--- src/rtl/winograd_resolver_if.sv ---
// Signals between the winograd array feeder and the resolver: operand tile,
// the array's redundant output pair, and the resolved dot-product result.
interface winograd_resolver_if #(
    parameter int IN_SIZE_0  = 4,
    parameter int IN_SIZE_1  = 8,
    parameter int ARRAY_SIZE = 8,
    parameter int NUM_TILES  = 4
);
    localparam int IN_MUL   = ((IN_SIZE_0 > IN_SIZE_1) ? IN_SIZE_0 : IN_SIZE_1) + 1;
    localparam int PP       = ((IN_MUL + 2) / 3) * ARRAY_SIZE;
    localparam int OUT_SIZE = 2 * IN_MUL + ($clog2(PP) - 1) * 2;
    localparam int RES_SIZE = IN_SIZE_0 + IN_SIZE_1 + $clog2(ARRAY_SIZE * NUM_TILES);

    logic                                 in_valid_i;
    logic                                 in_ready_o;
    logic [ARRAY_SIZE-1:0][IN_SIZE_0-1:0] in_0_i;
    logic [ARRAY_SIZE-1:0][IN_SIZE_1-1:0] in_1_i;
    logic [1:0][OUT_SIZE-1:0]             arr_out_i;
    logic                                 res_valid_o;
    logic                                 res_ready_i;
    logic [RES_SIZE-1:0]                  res_o;
    logic                                 busy_o;

    modport master (
        output in_valid_i, in_0_i, in_1_i, arr_out_i, res_ready_i,
        input  in_ready_o, res_valid_o, res_o, busy_o
    );

    modport slave (
        input  in_valid_i, in_0_i, in_1_i, arr_out_i, res_ready_i,
        output in_ready_o, res_valid_o, res_o, busy_o
    );
endinterface

--- src/rtl/winograd_resolver.sv ---
// Strips the Winograd correction terms from the array's redundant output and
// accumulates NUM_TILES tiles into one exact signed dot product.
module winograd_resolver #(
    parameter int IN_SIZE_0     = 4,
    parameter int IN_SIZE_1     = 8,
    parameter int ARRAY_SIZE    = 8,
    parameter int NUM_TILES     = 4,
    parameter int ARRAY_LATENCY = 2
) (
    input  logic                clk_i,
    input  logic                rst_ni,
    winograd_resolver_if.slave  bus
);
    localparam int IN_MUL    = ((IN_SIZE_0 > IN_SIZE_1) ? IN_SIZE_0 : IN_SIZE_1) + 1;
    localparam int PP        = ((IN_MUL + 2) / 3) * ARRAY_SIZE;
    localparam int OUT_SIZE  = 2 * IN_MUL + ($clog2(PP) - 1) * 2;
    localparam int RES_SIZE  = IN_SIZE_0 + IN_SIZE_1 + $clog2(ARRAY_SIZE * NUM_TILES);
    localparam int NUM_PAIRS = ARRAY_SIZE / 2;
    localparam int TCNT_W    = (NUM_TILES > 1) ? $clog2(NUM_TILES) : 1;

    if (RES_SIZE > OUT_SIZE + 1) begin : g_bad_res_size
        $error("winograd_resolver: RES_SIZE exceeds OUT_SIZE+1");
    end
    if ((ARRAY_SIZE % 2) != 0) begin : g_bad_array_size
        $error("winograd_resolver: ARRAY_SIZE must be even");
    end
    if (NUM_TILES < 1) begin : g_bad_num_tiles
        $error("winograd_resolver: NUM_TILES must be at least 1");
    end
    if (ARRAY_LATENCY < 1) begin : g_bad_latency
        $error("winograd_resolver: ARRAY_LATENCY must be at least 1");
    end

    typedef logic signed [2*IN_SIZE_0-1:0] prod_a_t;
    typedef logic signed [2*IN_SIZE_1-1:0] prod_b_t;

    logic [TCNT_W-1:0]        tcnt_reg;
    logic [RES_SIZE-1:0]      acc_reg;
    logic [RES_SIZE-1:0]      res_reg;
    logic                     res_valid_reg;
    logic [ARRAY_LATENCY-1:0] dl_valid_reg;
    logic [ARRAY_LATENCY-1:0] dl_final_reg;
    logic [RES_SIZE-1:0]      dl_corr_reg [ARRAY_LATENCY];

    logic [RES_SIZE-1:0]      pair_corr [NUM_PAIRS];
    logic [RES_SIZE-1:0]      corr_sum;
    logic [RES_SIZE-1:0]      term;
    logic [RES_SIZE-1:0]      acc_next;
    logic                     tcnt_last;
    logic                     final_in_flight;
    logic                     in_ready;
    logic                     accept;
    logic                     aligned_valid;
    logic                     aligned_final;
    logic                     arr_unused;

    // Per-pair correction a[2j]*a[2j+1] + b[2j]*b[2j+1], exact then wrapped to RES_SIZE.
    for (genvar gi = 0; gi < NUM_PAIRS; gi++) begin : g_pair
        prod_a_t a_lo, a_hi, prod_a;
        prod_b_t b_lo, b_hi, prod_b;
        assign a_lo   = prod_a_t'($signed(bus.in_0_i[2*gi]));
        assign a_hi   = prod_a_t'($signed(bus.in_0_i[2*gi+1]));
        assign b_lo   = prod_b_t'($signed(bus.in_1_i[2*gi]));
        assign b_hi   = prod_b_t'($signed(bus.in_1_i[2*gi+1]));
        assign prod_a = a_lo * a_hi;
        assign prod_b = b_lo * b_hi;
        assign pair_corr[gi] = RES_SIZE'(prod_a) + RES_SIZE'(prod_b);
    end

    always_comb begin
        corr_sum = '0;
        for (int j = 0; j < NUM_PAIRS; j++) begin
            corr_sum = corr_sum + pair_corr[j];
        end
    end

    assign tcnt_last       = (tcnt_reg == TCNT_W'(NUM_TILES - 1));
    assign final_in_flight = |dl_final_reg;
    // Only the final tile waits: it must find the result register empty when it lands.
    assign in_ready        = !tcnt_last || (!res_valid_reg && !final_in_flight);
    assign accept          = bus.in_valid_i && in_ready;
    assign aligned_valid   = dl_valid_reg[ARRAY_LATENCY-1];
    assign aligned_final   = dl_final_reg[ARRAY_LATENCY-1];

    // Upper array-word bits beyond RES_SIZE cannot affect a modulo-2^RES_SIZE result.
    assign arr_unused = ^bus.arr_out_i;

    always_comb begin
        term     = RES_SIZE'(bus.arr_out_i[0]) + RES_SIZE'(bus.arr_out_i[1])
                   - dl_corr_reg[ARRAY_LATENCY-1];
        acc_next = acc_reg + term;
    end

    always_ff @(posedge clk_i or negedge rst_ni) begin
        if (!rst_ni) begin
            dl_valid_reg <= '0;
            dl_final_reg <= '0;
            for (int k = 0; k < ARRAY_LATENCY; k++) begin
                dl_corr_reg[k] <= '0;
            end
        end else begin
            dl_valid_reg[0] <= accept;
            dl_final_reg[0] <= accept && tcnt_last;
            dl_corr_reg[0]  <= corr_sum;
            for (int k = 1; k < ARRAY_LATENCY; k++) begin
                dl_valid_reg[k] <= dl_valid_reg[k-1];
                dl_final_reg[k] <= dl_final_reg[k-1];
                dl_corr_reg[k]  <= dl_corr_reg[k-1];
            end
        end
    end

    always_ff @(posedge clk_i or negedge rst_ni) begin
        if (!rst_ni) begin
            tcnt_reg      <= '0;
            acc_reg       <= '0;
            res_reg       <= '0;
            res_valid_reg <= 1'b0;
        end else begin
            if (accept) begin
                tcnt_reg <= tcnt_last ? '0 : tcnt_reg + 1'b1;
            end
            if (res_valid_reg && bus.res_ready_i) begin
                res_valid_reg <= 1'b0;
            end
            if (aligned_valid) begin
                if (aligned_final) begin
                    res_reg       <= acc_next;
                    res_valid_reg <= 1'b1;
                    acc_reg       <= '0;
                end else begin
                    acc_reg <= acc_next;
                end
            end
        end
    end

    assign bus.in_ready_o  = in_ready;
    assign bus.res_valid_o = res_valid_reg;
    assign bus.res_o       = res_reg;
    assign bus.busy_o      = (tcnt_reg != '0) || (|dl_valid_reg) || res_valid_reg;
endmodule

--- src/flat_wrapper.sv ---
// flat-port wrapper written by rule: the top's interface ports become plain ports
module winograd_resolver_flat 
#(
    parameter int IN_SIZE_0     = 4,
    parameter int IN_SIZE_1     = 8,
    parameter int ARRAY_SIZE    = 8,
    parameter int NUM_TILES     = 4,
    parameter int ARRAY_LATENCY = 2
)
  (clk_i, rst_ni, bus_in_valid_i, bus_in_0_i, bus_in_1_i, bus_arr_out_i, bus_res_ready_i, bus_in_ready_o, bus_res_valid_o, bus_res_o, bus_busy_o);
  winograd_resolver_if #(.IN_SIZE_0(IN_SIZE_0), .IN_SIZE_1(IN_SIZE_1), .ARRAY_SIZE(ARRAY_SIZE), .NUM_TILES(NUM_TILES)) bus_i ();
  input  logic clk_i;
  input  logic rst_ni;
  input wire logic [$bits(bus_i.in_valid_i)-1:0] bus_in_valid_i;
  input wire logic [$bits(bus_i.in_0_i)-1:0] bus_in_0_i;
  input wire logic [$bits(bus_i.in_1_i)-1:0] bus_in_1_i;
  input wire logic [$bits(bus_i.arr_out_i)-1:0] bus_arr_out_i;
  input wire logic [$bits(bus_i.res_ready_i)-1:0] bus_res_ready_i;
  output wire logic [$bits(bus_i.in_ready_o)-1:0] bus_in_ready_o;
  output wire logic [$bits(bus_i.res_valid_o)-1:0] bus_res_valid_o;
  output wire logic [$bits(bus_i.res_o)-1:0] bus_res_o;
  output wire logic [$bits(bus_i.busy_o)-1:0] bus_busy_o;
  assign bus_i.in_valid_i = bus_in_valid_i;
  assign bus_i.in_0_i = bus_in_0_i;
  assign bus_i.in_1_i = bus_in_1_i;
  assign bus_i.arr_out_i = bus_arr_out_i;
  assign bus_i.res_ready_i = bus_res_ready_i;
  assign bus_in_ready_o = bus_i.in_ready_o;
  assign bus_res_valid_o = bus_i.res_valid_o;
  assign bus_res_o = bus_i.res_o;
  assign bus_busy_o = bus_i.busy_o;
  winograd_resolver #(.IN_SIZE_0(IN_SIZE_0), .IN_SIZE_1(IN_SIZE_1), .ARRAY_SIZE(ARRAY_SIZE), .NUM_TILES(NUM_TILES), .ARRAY_LATENCY(ARRAY_LATENCY)) u_core (.clk_i(clk_i), .rst_ni(rst_ni), .bus(bus_i));
endmodule
--- config.mk ---
export PLATFORM = sky130hd
export DESIGN_NAME = winograd_resolver_flat
export DESIGN_NICKNAME = d
export VERILOG_FILES = /design/src/rtl/winograd_resolver_if.sv /design/src/rtl/winograd_resolver.sv /design/src/flat_wrapper.sv
export SDC_FILE = /design/constraint.sdc
export NUM_CORES = 1
export LEC_CHECK = 0
export BUFFER_PORTS_ARGS = -buffer_cell sky130_fd_sc_hd__buf_2
export CORE_UTILIZATION = 45
export CTS_CLUSTER_DIAMETER = 60
export DETAILED_ROUTE_END_ITERATION = 7
export PLACE_DENSITY_LB_ADDON = 0.15
export SYNTH_ARGS = -nofsm -noshare
export SYNTH_HDL_FRONTEND = slang
export SYNTH_SLANG_ARGS = --single-unit
--- constraint.sdc ---
create_clock -name clk_i -period 3.51 [get_ports clk_i]
set_input_delay 0.351 -clock clk_i [delete_from_list [all_inputs] [get_ports clk_i]]
set_output_delay 0.351 -clock clk_i [all_outputs]
set_load 0.05 [all_outputs]
---- Word level (Yosys, flattened, before mapping) ----
Cells that the tools add are included.
cells by class
  divide/modulo/power cells ............... 0
  shift operators ......................... 0
  multiply operators ...................... 8
  magnitude comparators ................... 0
  reductions and logical operators ........ 14
  mux-type cells .......................... 5
  $add $sub $neg .......................... 11
  eq/ne operators ......................... 1
  bitwise gates (word level) .............. 0
operators by type and width
  kind                   count
  $add A17 B17 Y17       5
  $add A8 B16 Y17        4
  $mul A8 B8 Y16         4
  $mul A4 B4 Y8          4
  $mux W17               1
  $sub A17 B17 Y17       1
  $logic_and A1 B1 Y1    4
  $reduce_or A2 Y1       2
  $logic_not A1 Y1       3
  $logic_or A1 B1 Y1     3
  $mux W1                3
  $add A2 B1 Y2 const B  1
  $eq A2 B2 Y1 const B   1
  $mux W2                1
  $reduce_and A2 Y1      1
  $reduce_bool A2 Y1     1
storage, ports and cells
  memory bits (writable) .................. 0
  input bits .............................. 152
  ROM bits ................................ 0
  register bits ........................... 75
  latch bits .............................. 0
  output and inout port bits .............. 20
  memories kept ........................... 0

---- Depth between registers and ports, before layout ----
  word-level depth ........................ 6
  mapped depth ............................ 27

---- Worst setup path before layout ----
No wires, ideal clock.
  kind .................................... in2reg
  start ................................... input port bus_in_0_i[27]
  end ..................................... register u_core.dl_corr_reg[33] (netlist bit)
  path slack .............................. -3.591 ns
  arrival ................................. 7.021 ns
  cell stages on the path ................. 23
  cell sequence ........................... nand2b_1 -> fa_1 -> inv_1 -> fa_1 -> fa_1 -> inv_1 -> fa_1 -> fa_1 -> inv_1 -> fa_1 -> fa_1 -> fa_1 -> inv_1 -> fa_1 -> inv_1 -> ha_1 -> a21o_1 -> a21o_1 -> a21o_1 -> a21o_1 -> a41o_1 -> o31ai_1 -> xnor2_1
on the way
  cells in the longest elaborated chain, start to end .. 3
RTL lines
  element                        line                      RTL
  start, declared                flat_wrapper.sv:15        input wire logic [$bits(bus_i.in_0_i)-1:0] bus_in_0_i;
  $mul A4 B4 Y8                  winograd_resolver.sv:65   assign prod_a = a_lo * a_hi;
  $add A8 B16 Y17                winograd_resolver.sv:67   assign pair_corr[gi] = RES_SIZE'(prod_a) + RES_SIZE'(prod_b);
  $add A17 B17 Y17               winograd_resolver.sv:73   corr_sum = corr_sum + pair_corr[j];
  net u_core.corr_sum[16]        winograd_resolver.sv:46   logic [RES_SIZE-1:0] corr_sum;
  end signal, assigned by index  winograd_resolver.sv:108  dl_corr_reg[k] <= dl_corr_reg[k-1];
  end, declared                  winograd_resolver.sv:43   logic [RES_SIZE-1:0] dl_corr_reg [ARRAY_LATENCY];
The timed path passes the listed nets, and every way through them passes these cells.
A chain may end at the register's enable or synchronous reset.

---- Worst setup path in the final report ----
  start ................................... input port bus_in_0_i[7]
  end ..................................... register u_core.dl_corr_reg[33] (netlist bit)
on the way
  cells in the longest elaborated chain, start to end .. 5
RTL lines
  element                        line
  $mul A4 B4 Y8                  winograd_resolver.sv:65
  $add A8 B16 Y17                winograd_resolver.sv:67
  $add A17 B17 Y17 (3 in a row)  winograd_resolver.sv:73
  net u_core.corr_sum[16]        winograd_resolver.sv:46
The timed path passes the listed nets, and every way through them passes these cells.

==> impl_results.md <==
* Final WS setup at -3.25 ns
* Nets at 2,866
* Initial antenna violation count at 0
* Synth area leaders: fa_1 51%, inv_1 12%, dfrtp_1 10%
* Worst hold path type: in -> async
* CP most frequent cell: fa_1
* Fin util at 0.553
* Max reg flops at 34
* Number of enable flip-flop cells after synthesis at 0
* Mapped cell area at about 18,000 µm²
* CP startpoint kind: input pin
* Flop2flop setup slack at 0.17 ns
* CP Max Fanout at 5
* Multi-input logic area at 14,600 µm²
* Top post-synthesis cells by count: 562 x inv_1, 462 x fa_1, 175 x and2_1
* Hpwl dp at 37,500 µm
* Via/cell ratio at 4.56
* PortBufs at 153
* Netlist cell types at 37
* Via Count at 12,074
* Crit path DAT at 7.01 ns
* Critical path endpoint category: flop
* Rows at 73
* Core Area at 39,700 µm²
* Global-route wire length before repair at 69,300 µm
* Fin. Hold Viols at 0
* Syn avg cell area at 10.3 µm²
* Die height at between 200 and 250 µm
* DR WL/cell at 15.3 µm
* Status: finished with violations
* Sequential fraction of the synthesis area at 0.104
* Max-slew headroom at 0.330
* Most frequent cell after synthesis: inv_1
* CP cell instances: clkbuf_4 > nor2b_2 > fa_1 > inv_2 > fa_2 > fa_1 > fa_2 > buf_4 > buf_4 > fa_1 > inv_1 > fa_1 > fa_1 > fa_1 > fa_1 > ha_1 > a21o_1 > a21o_1 > a41o_1 > o31ai_2 > xnor2_1
* Post-route cell area at 22,000 µm²
* Clock root buffer: clkbuf_16
* Endpoints failing setup at 15
* Fmax at 0.148 GHz
* Sequential cell area at 1880 µm²
* CTS clock-pin slew for the worst setup and hold paths at 0.07 ns
* Clk_skew at approximately 0.0089 ns
* CTS buffer count at 9
* Initial Util at 0.456
* Clock buffer depth at 2
* Worst slack at placement at -3.69 ns
* Total Routed Length at 40,400 µm
* Net Count, Synth at about 2,500
* Worst-Margin Slew at 1.00 ns
* CP Data Required Time at 3.76 ns
* Clock latency on the worst-skew pair at 0.34 ns
* Htree depth at 3
* Final Critical Period at 6.76 ns
* Ys Warns at 0
* Top_reg_cell synth: dfrtp_1
* Setup TNS at -38.81 ns
* Die area at 41,100 µm²
* Final ANT Viol Nets at 0
* Top-area cell type share of the netlist area at 0.510
* DIE WIDTH at 203 µm
* Period utilization at 1.92
* Vias in the first global route at 13,802
* Pins Over Slew Limit at 0
* Cell family with most CP delay: adder cells
* Clk sink count at 75
* Antenna Cells at 0
* Worst path buffer plus inverter count at 5
* Share of cells above drive strength 1 at 0.225
* Grt total ovfl at 0
* DR DRC count at 0
* # IOs at 172
* Detailed Routing Iterations Pass 1 at 4
* Pin count of the biggest net entering global routing at 76
* P&R area growth vs syn at 21.2%
* CTS tree: done
* Fillers at 3,561
* Hold buffers post-CTS at 0
* Iter 0 DRT Violations at about 360
* Slowest cell on crit path: fa_1
* Max-cap violation count at 0
* Cell Area, Placed at 21,000 µm²
* Ys async rst share at 1.00
* Synth Instances at approximately 1,800
* Slowest Stage Delay on Critical Path at 0.62 ns
* Tot GR Track Use at 0.213
* RD Place Congestion at between 0.8 and 0.9
* Violated checks: negative setup slack
* WS Path Type: in -> reg
* Yosys reg bits at 75
* RSZ-0062 raised after global routing: yes
* Leading area contributor after synthesis: fa_1
## path summary, 6_finish.rpt
kind                            depth (start not counted)              startpoint                endpoint
worst max-delay path                                   21           bus_in_0_i[7]  u_core.dl_corr_reg[33]
worst min-delay path                                    1                  rst_ni     u_core.bus.res_o[0]
worst max register to register                         13   u_core.dl_corr_reg[1]      u_core.acc_reg[13]
worst min register to register                          0  u_core.dl_corr_reg[21]   u_core.dl_corr_reg[4]
max in group asynchronous                               1                  rst_ni    u_core.bus.res_o[14]
min in group clk_i                                      2         bus_res_ready_i  u_core.bus.res_valid_o
## routing by layer
| metal | vias to the layer above | global-route usage | share of wire |
|---|---|---|---|
| met4 | 0 | 0.0252 | 0.0066 |
| met3 | 20 | 0.0133 | 0.024 |
| met5 | - | 0 | 0 |
| met1 | 6163 | 0.293 | 0.45 |
| li1 | 5725 | - | - |
| met2 | 166 | 0.383 | 0.52 |
## area by class of cell
type | instances | share of cell area
Sequential cell | 75 | 0.0855
Tap cell | 525 | 0.0299
Clock inverter | 7 | 0.00422
Timing Repair Buffer | 344 | 0.109
Clock buffer | 9 | 0.0103
Inverter | 563 | 0.0965
Multi-Input combinational cell | 1122 | 0.664
## cell families (layout without fill, tap and decap cells)
logic type / after synthesis / count (layout) / synth area share
compound gates: 94 / 94 / 0.0347
xor+xnor: 60 / 60 / 0.0290
fa+ha+maj: 599 / 599 / 0.605
buf+inv: 571 / 923 / 0.118
flops: 75 / 75 / 0.104
mux: 3 / 3 / 0.00186
simple gates: 366 / 366 / 0.108
## layout by cell type (no fill, tap or decap), types with 13 or more instances in the layout
cell type / netlist / routed
and2_1: 175 / 160
and2_4: 0 / 15
buf_2: 0 / 129
buf_4: 0 / 180
buf_6: 0 / 27
dfrtp_1: 75 / 75
fa_1: 462 / 443
fa_2: 0 / 19
ha_1: 137 / 123
inv_1: 562 / 534
inv_2: 0 / 26
nand2_1: 120 / 111
nand2b_1: 28 / 23
nor2_1: 18 / 17
nor2b_1: 17 / 14
o21ai_0: 21 / 20
o2bb2ai_1: 13 / 13
xnor2_1: 46 / 43
## metrics by stage
| step | cells | hold slack, ns |
|---|---|---|
| after global placement | 2615 | 0.334 |
| final | 2645 | 0.133 |
| after global routing | 2645 | 0.187 |
| after floorplan | 1768 | 0.0554 |
| after CTS | 2640 | 0.175 |
| after detailed placement | 2615 | 0.336 |
## timing repair
action                                  4_1_cts  5_1_grt
gates resized for setup                      52      113
endpoints found under the setup margin       15       22
cloned                                        0        0
setup buffers                                12        6
pin swaps                                    71       84
Power is not shown: default switching activity piles up to over one toggle a cycle in this logic, so the estimate is an artifact.
